===== src/rtl/fp_mul_pipe.sv =====
// Three-stage pipelined floating-point multiplier: unpack, multiply, then normalise/round (RNE)/pack.
// Latency 3 cycles. A stalled output holds the entire pipe. Subnormal inputs are flushed to zero.
module fp_mul_pipe #(
  parameter  int EXP_W = 5,
  parameter  int MAN_W = 10,
  localparam int W     = 1 + EXP_W + MAN_W
) (
  input  logic         clk,
  input  logic         rst,
  input  logic         in_valid,
  output logic         in_ready,
  input  logic [W-1:0] in_a,
  input  logic [W-1:0] in_b,
  output logic         out_valid,
  input  logic         out_ready,
  output logic [W-1:0] out_p,
  output logic         out_ovf,
  output logic         out_udf,
  output logic         out_inv
);

  localparam int EW2 = EXP_W + 2;
  localparam int PW  = 2 * MAN_W + 2;
  localparam logic signed [EW2-1:0] BIAS_S = EW2'((1 << (EXP_W - 1)) - 1);
  localparam logic signed [EW2-1:0] EMAX_S = EW2'((1 << EXP_W) - 1);
  localparam logic [MAN_W-1:0]      QNAN_M = {1'b1, {(MAN_W-1){1'b0}}};

  typedef struct packed {
    logic                  sgn;
    logic                  inv;
    logic                  inf;
    logic                  zero;
    logic signed [EW2-1:0] exp;
    logic [MAN_W:0]        ma;
    logic [MAN_W:0]        mb;
  } s1_t;

  typedef struct packed {
    logic                  sgn;
    logic                  inv;
    logic                  inf;
    logic                  zero;
    logic signed [EW2-1:0] exp;
    logic [PW-1:0]         prod;
  } s2_t;

  s1_t          s1_d, s1_q;
  s2_t          s2_d, s2_q;
  logic         s1_vld_q, s2_vld_q, out_vld_q;
  logic [W-1:0] p_d, p_q;
  logic         ovf_d, ovf_q, udf_d, udf_q, inv_d, inv_q;
  logic         adv;

  assign adv       = !out_vld_q || out_ready;
  assign in_ready  = adv;
  assign out_valid = out_vld_q;
  assign out_p     = p_q;
  assign out_ovf   = ovf_q;
  assign out_udf   = udf_q;
  assign out_inv   = inv_q;

  // S1: operand classification and biased exponent sum
  logic             a_s, b_s;
  logic [EXP_W-1:0] a_e, b_e;
  logic [MAN_W-1:0] a_m, b_m;
  logic             a_zero, b_zero, a_inf, b_inf, a_nan, b_nan;

  assign {a_s, a_e, a_m} = in_a;
  assign {b_s, b_e, b_m} = in_b;

  always_comb begin
    a_zero    = (a_e == '0);
    b_zero    = (b_e == '0);
    a_inf     = (&a_e) && (a_m == '0);
    b_inf     = (&b_e) && (b_m == '0);
    a_nan     = (&a_e) && (a_m != '0);
    b_nan     = (&b_e) && (b_m != '0);
    s1_d.sgn  = a_s ^ b_s;
    s1_d.inv  = a_nan || b_nan || (a_inf && b_zero) || (b_inf && a_zero);
    s1_d.inf  = a_inf || b_inf;
    s1_d.zero = a_zero || b_zero;
    s1_d.exp  = $signed({2'b00, a_e}) + $signed({2'b00, b_e}) - BIAS_S;
    s1_d.ma   = {1'b1, a_m};
    s1_d.mb   = {1'b1, b_m};
  end

  // S2: significand product
  always_comb begin
    s2_d.sgn  = s1_q.sgn;
    s2_d.inv  = s1_q.inv;
    s2_d.inf  = s1_q.inf;
    s2_d.zero = s1_q.zero;
    s2_d.exp  = s1_q.exp;
    s2_d.prod = PW'(s1_q.ma) * PW'(s1_q.mb);
  end

  // S3: normalise so the leading one sits just above the kept mantissa, then round
  logic [PW-2:0]         norm;
  logic [MAN_W-1:0]      man;
  logic                  guard, sticky, rnd;
  logic [MAN_W:0]        man_r;
  logic signed [EW2-1:0] exp_n;

  always_comb begin
    norm   = s2_q.prod[PW-1] ? s2_q.prod[PW-2:0] : {s2_q.prod[PW-3:0], 1'b0};
    man    = norm[PW-2 -: MAN_W];
    guard  = norm[PW-2-MAN_W];
    sticky = |norm[PW-3-MAN_W:0];
    rnd    = guard && (sticky || man[0]);
    man_r  = {1'b0, man} + {{MAN_W{1'b0}}, rnd};
    exp_n  = s2_q.exp
           + $signed({{(EW2-1){1'b0}}, s2_q.prod[PW-1]})
           + $signed({{(EW2-1){1'b0}}, man_r[MAN_W]});
    p_d    = {s2_q.sgn, exp_n[EXP_W-1:0], man_r[MAN_W-1:0]};
    ovf_d  = 1'b0;
    udf_d  = 1'b0;
    inv_d  = 1'b0;
    if (s2_q.inv) begin
      p_d   = {1'b0, {EXP_W{1'b1}}, QNAN_M};
      inv_d = 1'b1;
    end else if (s2_q.inf) begin
      p_d = {s2_q.sgn, {EXP_W{1'b1}}, {MAN_W{1'b0}}};
    end else if (s2_q.zero) begin
      p_d = {s2_q.sgn, {(W-1){1'b0}}};
    end else if (exp_n >= EMAX_S) begin
      p_d   = {s2_q.sgn, {EXP_W{1'b1}}, {MAN_W{1'b0}}};
      ovf_d = 1'b1;
    end else if (exp_n[EW2-1] || (exp_n == '0)) begin
      p_d   = {s2_q.sgn, {(W-1){1'b0}}};
      udf_d = 1'b1;
    end
  end

  always_ff @(posedge clk) begin
    if (rst) begin
      s1_vld_q  <= 1'b0;
      s2_vld_q  <= 1'b0;
      out_vld_q <= 1'b0;
      s1_q      <= '0;
      s2_q      <= '0;
      p_q       <= '0;
      ovf_q     <= 1'b0;
      udf_q     <= 1'b0;
      inv_q     <= 1'b0;
    end else if (adv) begin
      s1_vld_q  <= in_valid;
      s2_vld_q  <= s1_vld_q;
      out_vld_q <= s2_vld_q;
      s1_q      <= s1_d;
      s2_q      <= s2_d;
      // bubbles clear the result so flags read zero whenever out_valid is low
      p_q       <= s2_vld_q ? p_d : '0;
      ovf_q     <= s2_vld_q && ovf_d;
      udf_q     <= s2_vld_q && udf_d;
      inv_q     <= s2_vld_q && inv_d;
    end
  end

endmodule

===== config.mk =====
export PLATFORM = sky130hd
export DESIGN_NAME = fp_mul_pipe
export DESIGN_NICKNAME = d
export VERILOG_FILES = /design/src/rtl/fp_mul_pipe.sv
export SDC_FILE = /design/constraint.sdc
export NUM_CORES = 1
export LEC_CHECK = 0
export BUFFER_PORTS_ARGS = -buffer_cell sky130_fd_sc_hd__buf_2
export CAP_MARGIN = 10
export CORE_UTILIZATION = 62
export CTS_CLUSTER_DIAMETER = 50
export DETAILED_ROUTE_END_ITERATION = 8
export PLACE_DENSITY = 0.82
export SYNTH_ARGS = -nofsm -noshare
export SYNTH_HDL_FRONTEND = slang
export SYNTH_SLANG_ARGS = --single-unit

===== constraint.sdc =====
create_clock -name clk -period 6.5 [get_ports clk]
set_clock_uncertainty 0.1 [all_clocks]
set_input_delay 1.3 -clock clk [delete_from_list [all_inputs] [get_ports clk]]
set_output_delay 1.3 -clock clk [all_outputs]
set_load 0.02 [all_outputs]

==> results of run 1 <==
[state kept, by name (all words and copies together), names as in the netlist]
register   count
s1_vld_q       1
out_udf        1
out_p         16
out_ovf        1
s2_q          33
s1_q          32
out_valid      1
s2_vld_q       1
out_inv        1
[synthesized netlist by cell type, drive strengths merged, types with 4 or more instances]
| cell | number |
|---|---|
| a21oi | 80 |
| nor3 | 9 |
| and2 | 61 |
| xor2 | 10 |
| o21ai | 26 |
| nand3 | 17 |
| clkbuf | 48 |
| nand4 | 4 |
| buf | 8 |
| nor2 | 45 |
| o211ai | 4 |
| nor2b | 5 |
| nor4 | 5 |
| fa | 82 |
| nand2 | 196 |
| xnor2 | 18 |
| dfxtp | 87 |
| ha | 71 |
| a22o | 8 |
| inv | 131 |
| a211oi | 10 |
| and3 | 4 |
| nand2b | 6 |
| a21o | 5 |
| mux2i | 10 |
[through the flow]
stage,power [W],setup WS (ns)
3_5_place_dp,0.00117,1.10
6_report,0.00165,1.08
4_1_cts,0.00166,1.11
2_1_floorplan,0.00104,1.53
3_3_place_gp,0.00115,1.28
5_1_grt,0.00177,0.756
[worst reg2reg max path, stage by stage (launching register included)]
cell	delay [ns]
dfxtp_1	0.53
and2_1	0.31
fa_1	0.54
inv_1	0.06
fa_1	0.54
inv_1	0.06
fa_1	0.53
inv_1	0.05
fa_1	0.53
inv_1	0.04
ha_1	0.29
ha_1	0.42
a21oi_2	0.25
nand2_1	0.09
a221oi_2	0.35
a211oi_1	0.16
o21a_1	0.19
a211o_1	0.26
[cell type report]
class	instances	area, sq um	share of cell area
multi-input combinational	719	5640	0.650
clock buffer	11	253	0.0291
clock inverter	4	30.0	0.00346
inverter	131	492	0.0566
timing repair buffer	60	310	0.0357
tap	172	215	0.0248
sequential	87	1740	0.201
[power breakdown]
group | switching, W | internal [W]
Clock | 0.000217 | 0.000279
Combinational | 0.000290 | 0.000217
Sequential | 0.0000731 | 0.000578
Total | 0.000580 | 0.00107
[kinds of logic after synthesis]
group | synth area share
AOI/OAI and AO/OA | 0.129
and+or+nand+nor | 0.209
xor gates and xnor gates | 0.0322
DFF | 0.215
buffers and inverters | 0.0880
muxes | 0.0138
adders and majority gates | 0.313
[worst paths after layout]
check	to	slack (ns)	cells after the start
worst max register to register	s2_q[21]	1.08	17
worst max-delay path	s2_q[21]	1.08	17
worst min register to register	s1_q[23]	0.35	2
worst min-delay path	s1_q[23]	0.35	2
[routing by layer]
layer / GRT usage / up-vias / wire length, microns
li1: - / 3221 / -
met1: 0.364 / 3156 / 7470
met2: 0.477 / 219 / 8220
met3: 0.0628 / 41 / 1140
met4: 0.116 / 0 / 477
met5: 0 / - / 0
==> flow_summary.yaml, run 1 <==
placed_design:
  gp_congestion: 0.893
  place_area_sq_um: 8400
  placed_cells: 1169
  portBuffers: 56
  dp_hpwl_microns: 13000
finish:
  syn_to_final_growth_pct: 7.37
  nets: 1197
  final_cells: 1184
  antennaDiodeCount: 0
  nFillCells: 1029
  final_common_cell: "nand2_1"
  stdcell_area_sq_um: 8680
  utilization: 0.685
  layout-drive-gt1-share: 0.0879
  mostFrequentLayoutCells: "nand2_1 (196), inv_1 (130), dfxtp_1 (87)"
synth:
  yosys-top-cells-area: "dfxtp_1 (22%), fa_1 (20%), ha_1 (11%)"
  synth_cell_types: 65
  postSynthCellCount: 993
  synth_ff_type: "dfxtp_1"
  ys_seq_area_frac: 0.215
  syn_area_sq_um: 8090
  yosysTopAreaCell: "dfxtp_1"
  synth_top_area_frac: 0.215
  ys_warn_count: 0
  synth-edff-count: 0
  syn-num-nets: 1182
  synth_seq_cells: 87
  syn_avg_cell_area_sq_um: 8.14
  synthArstFlopShare: 0
timing:
  max_slew_margin: 0.350
  fin_crit_sh: 0.834
  min_period_ns: 5.42
  tns_ns: 0
  setup_viol: 0
  drv_slew: 0
  fin_hold_ws_ns: 0.352
  hold_viol_final: 0
  rsz0062_at_grt: "no"
  fmax_mhz: 185
  worst_slew_pin_slew_ns: 0.973
clock_network:
  cts_max_level: 3
  clock-root-buffer: "clkbuf_16"
  clk_latency_ns: 0.35
  cts_made_buffers: 9
  clk_pin_slew_ns: 0.07
  post_cts_buffers: 0
  clk_path_buf_depth: 2
  cts_tree: "yes"
  post_cts_resized: 0
  hold_buffers: 0
  clock-sinks: 87
routing:
  vias: 6637
  wl_per_cell_microns: 14.6
  firstDrtPassIters: 5
  antenna_left: 0
  drtIter0Drc: 424
  drc: 0
  wirelength_microns: 17300
  routed_via_density: 5.61
setup_path:
  path_class: "reg2reg"
  crit_family: "adder cells"
  cp.required_ns: 6.64
  cp_slowest_stage_delay_ns: 0.54
  crit_start: "s1_q[21]"
  end_kind: "register"
  worstPathArrival_ns: 5.55
  slowest_stage: "fa_1"
  crit_fanout: 22
  path_buf_inv: 4
  path_cells: "and2_1 -> fa_1 -> inv_1 -> fa_1 -> inv_1 -> fa_1 -> inv_1 -> fa_1 -> inv_1 -> ha_1 -> ha_1 -> a21oi_2 -> nand2_1 -> a221oi_2 -> a211oi_1 -> o21a_1 -> a211o_1"
  startpoint_type: "register"
  timing.rr.start: "s1_q[21]"
power:
  ir_drop_mv: 0.194
  power_density_nw_per_um2: 191
  p_leak_nw: 4.11
die:
  core_sq_um: 12700
  die_w_microns: 116
  boundaryPins: 57
  die_h_microns: 116
  die_area_sq_um: 13500
  placementRows: 41
  start_util: 0.638
min_path:
  hold_start: "s1_q[23]"
  hp-class: "reg2reg"
global_route:
  grt_start_max_net_pins: 71
  grt_usage: 0.287
  antenna_found_initial: 0
  grt_pass1_vias: 6581
  grt_overflow_total: 0
  grt_pass1_wl_microns: 30200
run_status:
  status: "completed"
run:
  cap_violations: 0
Power figures use the tool's default switching activity.
==> run 2, diff against run 1 <==
CORE_UTILIZATION = 56   (was 62)
PLACE_DENSITY = 0.78   (was 0.82)
clock period = 4.34 ns   (was 6.5 ns; I/O delays follow)
==> run 2 against run 1 <==
Compared with the run above:
- the run now ends with setup timing left
- die area is 11% higher
- final area is 18% higher
- worst hold slack better by 0.0014 ns
- sequential power is 47% higher
- count of clock-buffer cells in the layout is 1 lower
- first-iteration DRC count is 19% higher
- global-route usage is 0.41 points higher
- core utilization is 4.4 points higher
- highest routed layer unchanged
==> flow_summary.yaml, run 2 (synthesis gave the netlist of run 1 again) <==
finish:
  antennaDiodeCount: 0
  largest_register_ffs: 33
  syn_to_final_growth_pct: 26.2
  layout-drive-gt1-share: 0.275
  stdcell_area_sq_um: 10200
  top_register: "s2_q"
  mostFrequentLayoutCells: "nand2_1 (183), inv_1 (114), buf_4 (87)"
  nFillCells: 1027
  final_cells: 1296
  nets: 1300
  final_common_cell: "nand2_1"
setup_path:
  slowest_stage: "fa_1"
  worstPathArrival_ns: 5.16
  path_class: "reg2reg"
  ff2ff_setup_slack_ns: -0.72
  crit_fanout: 4
  timing.rr.start: "s1_q[16]"
  reg2reg_depth: 18
  cp.required_ns: 4.44
  startpoint_type: "register"
  crit_family: "adder cells"
  path_buf_inv: 5
  end_kind: "register"
  crit_start: "s1_q[16]"
  path_cells: "buf_12 -> nand2_2 -> fa_1 -> fa_1 -> inv_1 -> fa_2 -> fa_1 -> inv_1 -> fa_1 -> inv_2 -> ha_4 -> a21oi_4 -> o21ai_4 -> a221oi_4 -> buf_4 -> a21oi_1 -> mux2i_1 -> o311ai_1"
  r2r_end: "s2_q[19]"
  cpMostUsedCell: "fa_1"
  cp_slowest_stage_delay_ns: 0.54
global_route:
  grt_usage: 0.291
  antenna_found_initial: 0
  grt_pass1_vias: 7274
  grt_start_max_net_pins: 54
  grt_overflow_total: 0
  grt_pass1_wl_microns: 34000
timing:
  worst_slew_pin_slew_ns: 0.940
  hold_viol_final: 0
  max_slew_margin: 0.371
  postLayoutSetupSlackWorst_ns: -0.723
  fin_hold_ws_ns: 0.353
  setup_viol: 13
  fin_crit_sh: 1.17
  drv_slew: 0
  rsz0062_at_grt: "yes"
  fmax_mhz: 197
  min_period_ns: 5.06
power:
  ir_drop_mv: 0.202
  p_leak_nw: 4.77
  power_density_nw_per_um2: 297
clock_network:
  clk_pin_slew_ns: 0.08
  clock-sinks: 87
  clk_latency_ns: 0.36
  cts_tree: "yes"
  clock-root-buffer: "clkbuf_16"
  clk_path_buf_depth: 2
  cts_made_buffers: 9
  cts_max_level: 3
placed_design:
  dp_hpwl_microns: 14700
  gp_congestion: 0.918
  place_area_sq_um: 9260
  portBuffers: 56
  placed_cells: 1259
die:
  placementRows: 43
  core_sq_um: 14000
  die_h_microns: 122
  die_w_microns: 122
  start_util: 0.578
  die_area_sq_um: 14900
  boundaryPins: 57
routing:
  vias: 7381
  routed_via_density: 5.70
  antenna_left: 0
  drc: 0
  drtIter0Drc: 506
  wl_per_cell_microns: 17.2
  wirelength_microns: 22300
  firstDrtPassIters: 5
run:
  cap_violations: 0
min_path:
  whs_endpoint: "out_p[15]"
  holdPathStages: 2
  hp-class: "reg2reg"
  hold_start: "out_p[15]"
run_status:
  violations: "setup timing"
  status: "finished, violations left"
## run 2: cell types whose count changed in the layout (fill, tap and decap cells not counted), moves of 10 or more
cell	change
buf_6	+13
buf_4	+83
ha_4	+16
dfxtp_1	-17
nand2_1	-13
dfxtp_4	+12
nand2_2	+10
o21ai_0	-11
ha_1	-18
inv_2	+16
inv_1	-16
## run 2: power breakdown
group / internal (W) / total [W] / switching, W
combinational: 0.000609 / 0.00128 / 0.000673
sequential: 0.000864 / 0.000960 / 0.0000966
clock: 0.000414 / 0.000786 / 0.000372
total: 0.00189 / 0.00303 / 0.00114
## run 2: final cells by class
type / count / area [sq um] / area share
clock buffer: 10 / 239 / 0.0234
inverter: 131 / 492 / 0.0482
clock inverter: 6 / 51.3 / 0.00503
multi-input combinational: 719 / 6190 / 0.606
tap: 180 / 225 / 0.0221
sequential: 87 / 1790 / 0.176
timing repair buffer: 163 / 1220 / 0.120
## run 2: tightest hold or removal path, stage by stage (launching register included)
cell and delay, ns:
dfxtp_1 0.31, nand2_1 0.05, a21oi_1 0.05
## run 2: through the flow
stage	util	total power (W)	setup TNS [ns]	setup slack (ns)
floorplan	-	0.00166	-1.06	-0.349
global placement	0.662	0.00193	-3.48	-0.370
detailed placement	0.662	0.00196	-4.48	-0.492
CTS	0.709	0.00285	-2.93	-0.364
global route	0.730	0.00318	-6.64	-0.759
finish	0.730	0.00303	-5.03	-0.723
## run 2: how the worst max path moves through the flow
stage,endpoint,slack (ns),cells past startpoint
after global placement,s2_q[21],-0.37,15
after floorplan,s2_q[21],-0.35,19
after CTS,s2_q[21],-0.36,18
after detailed placement,s2_q[21],-0.49,17
final,s2_q[19],-0.72,18
after global routing,s2_q[19],-0.76,18
## run 2: layer usage
metal	track usage	vias to the layer above	part of all wire
li1	-	3442	-
met3	0.0604	78	0.070
met5	0	-	0
met1	0.362	3525	0.40
met2	0.496	336	0.49
met4	0.106	0	0.043
## run 2: repair_timing
| item | in CTS | in global routing |
|---|---|---|
| endpoints found under the setup margin | 14 | 24 |
| pin swaps | 46 | 25 |
| hold buffers | 0 | 0 |
| buffers inserted | 15 | 6 |
| gates resized for setup | 81 | 43 |
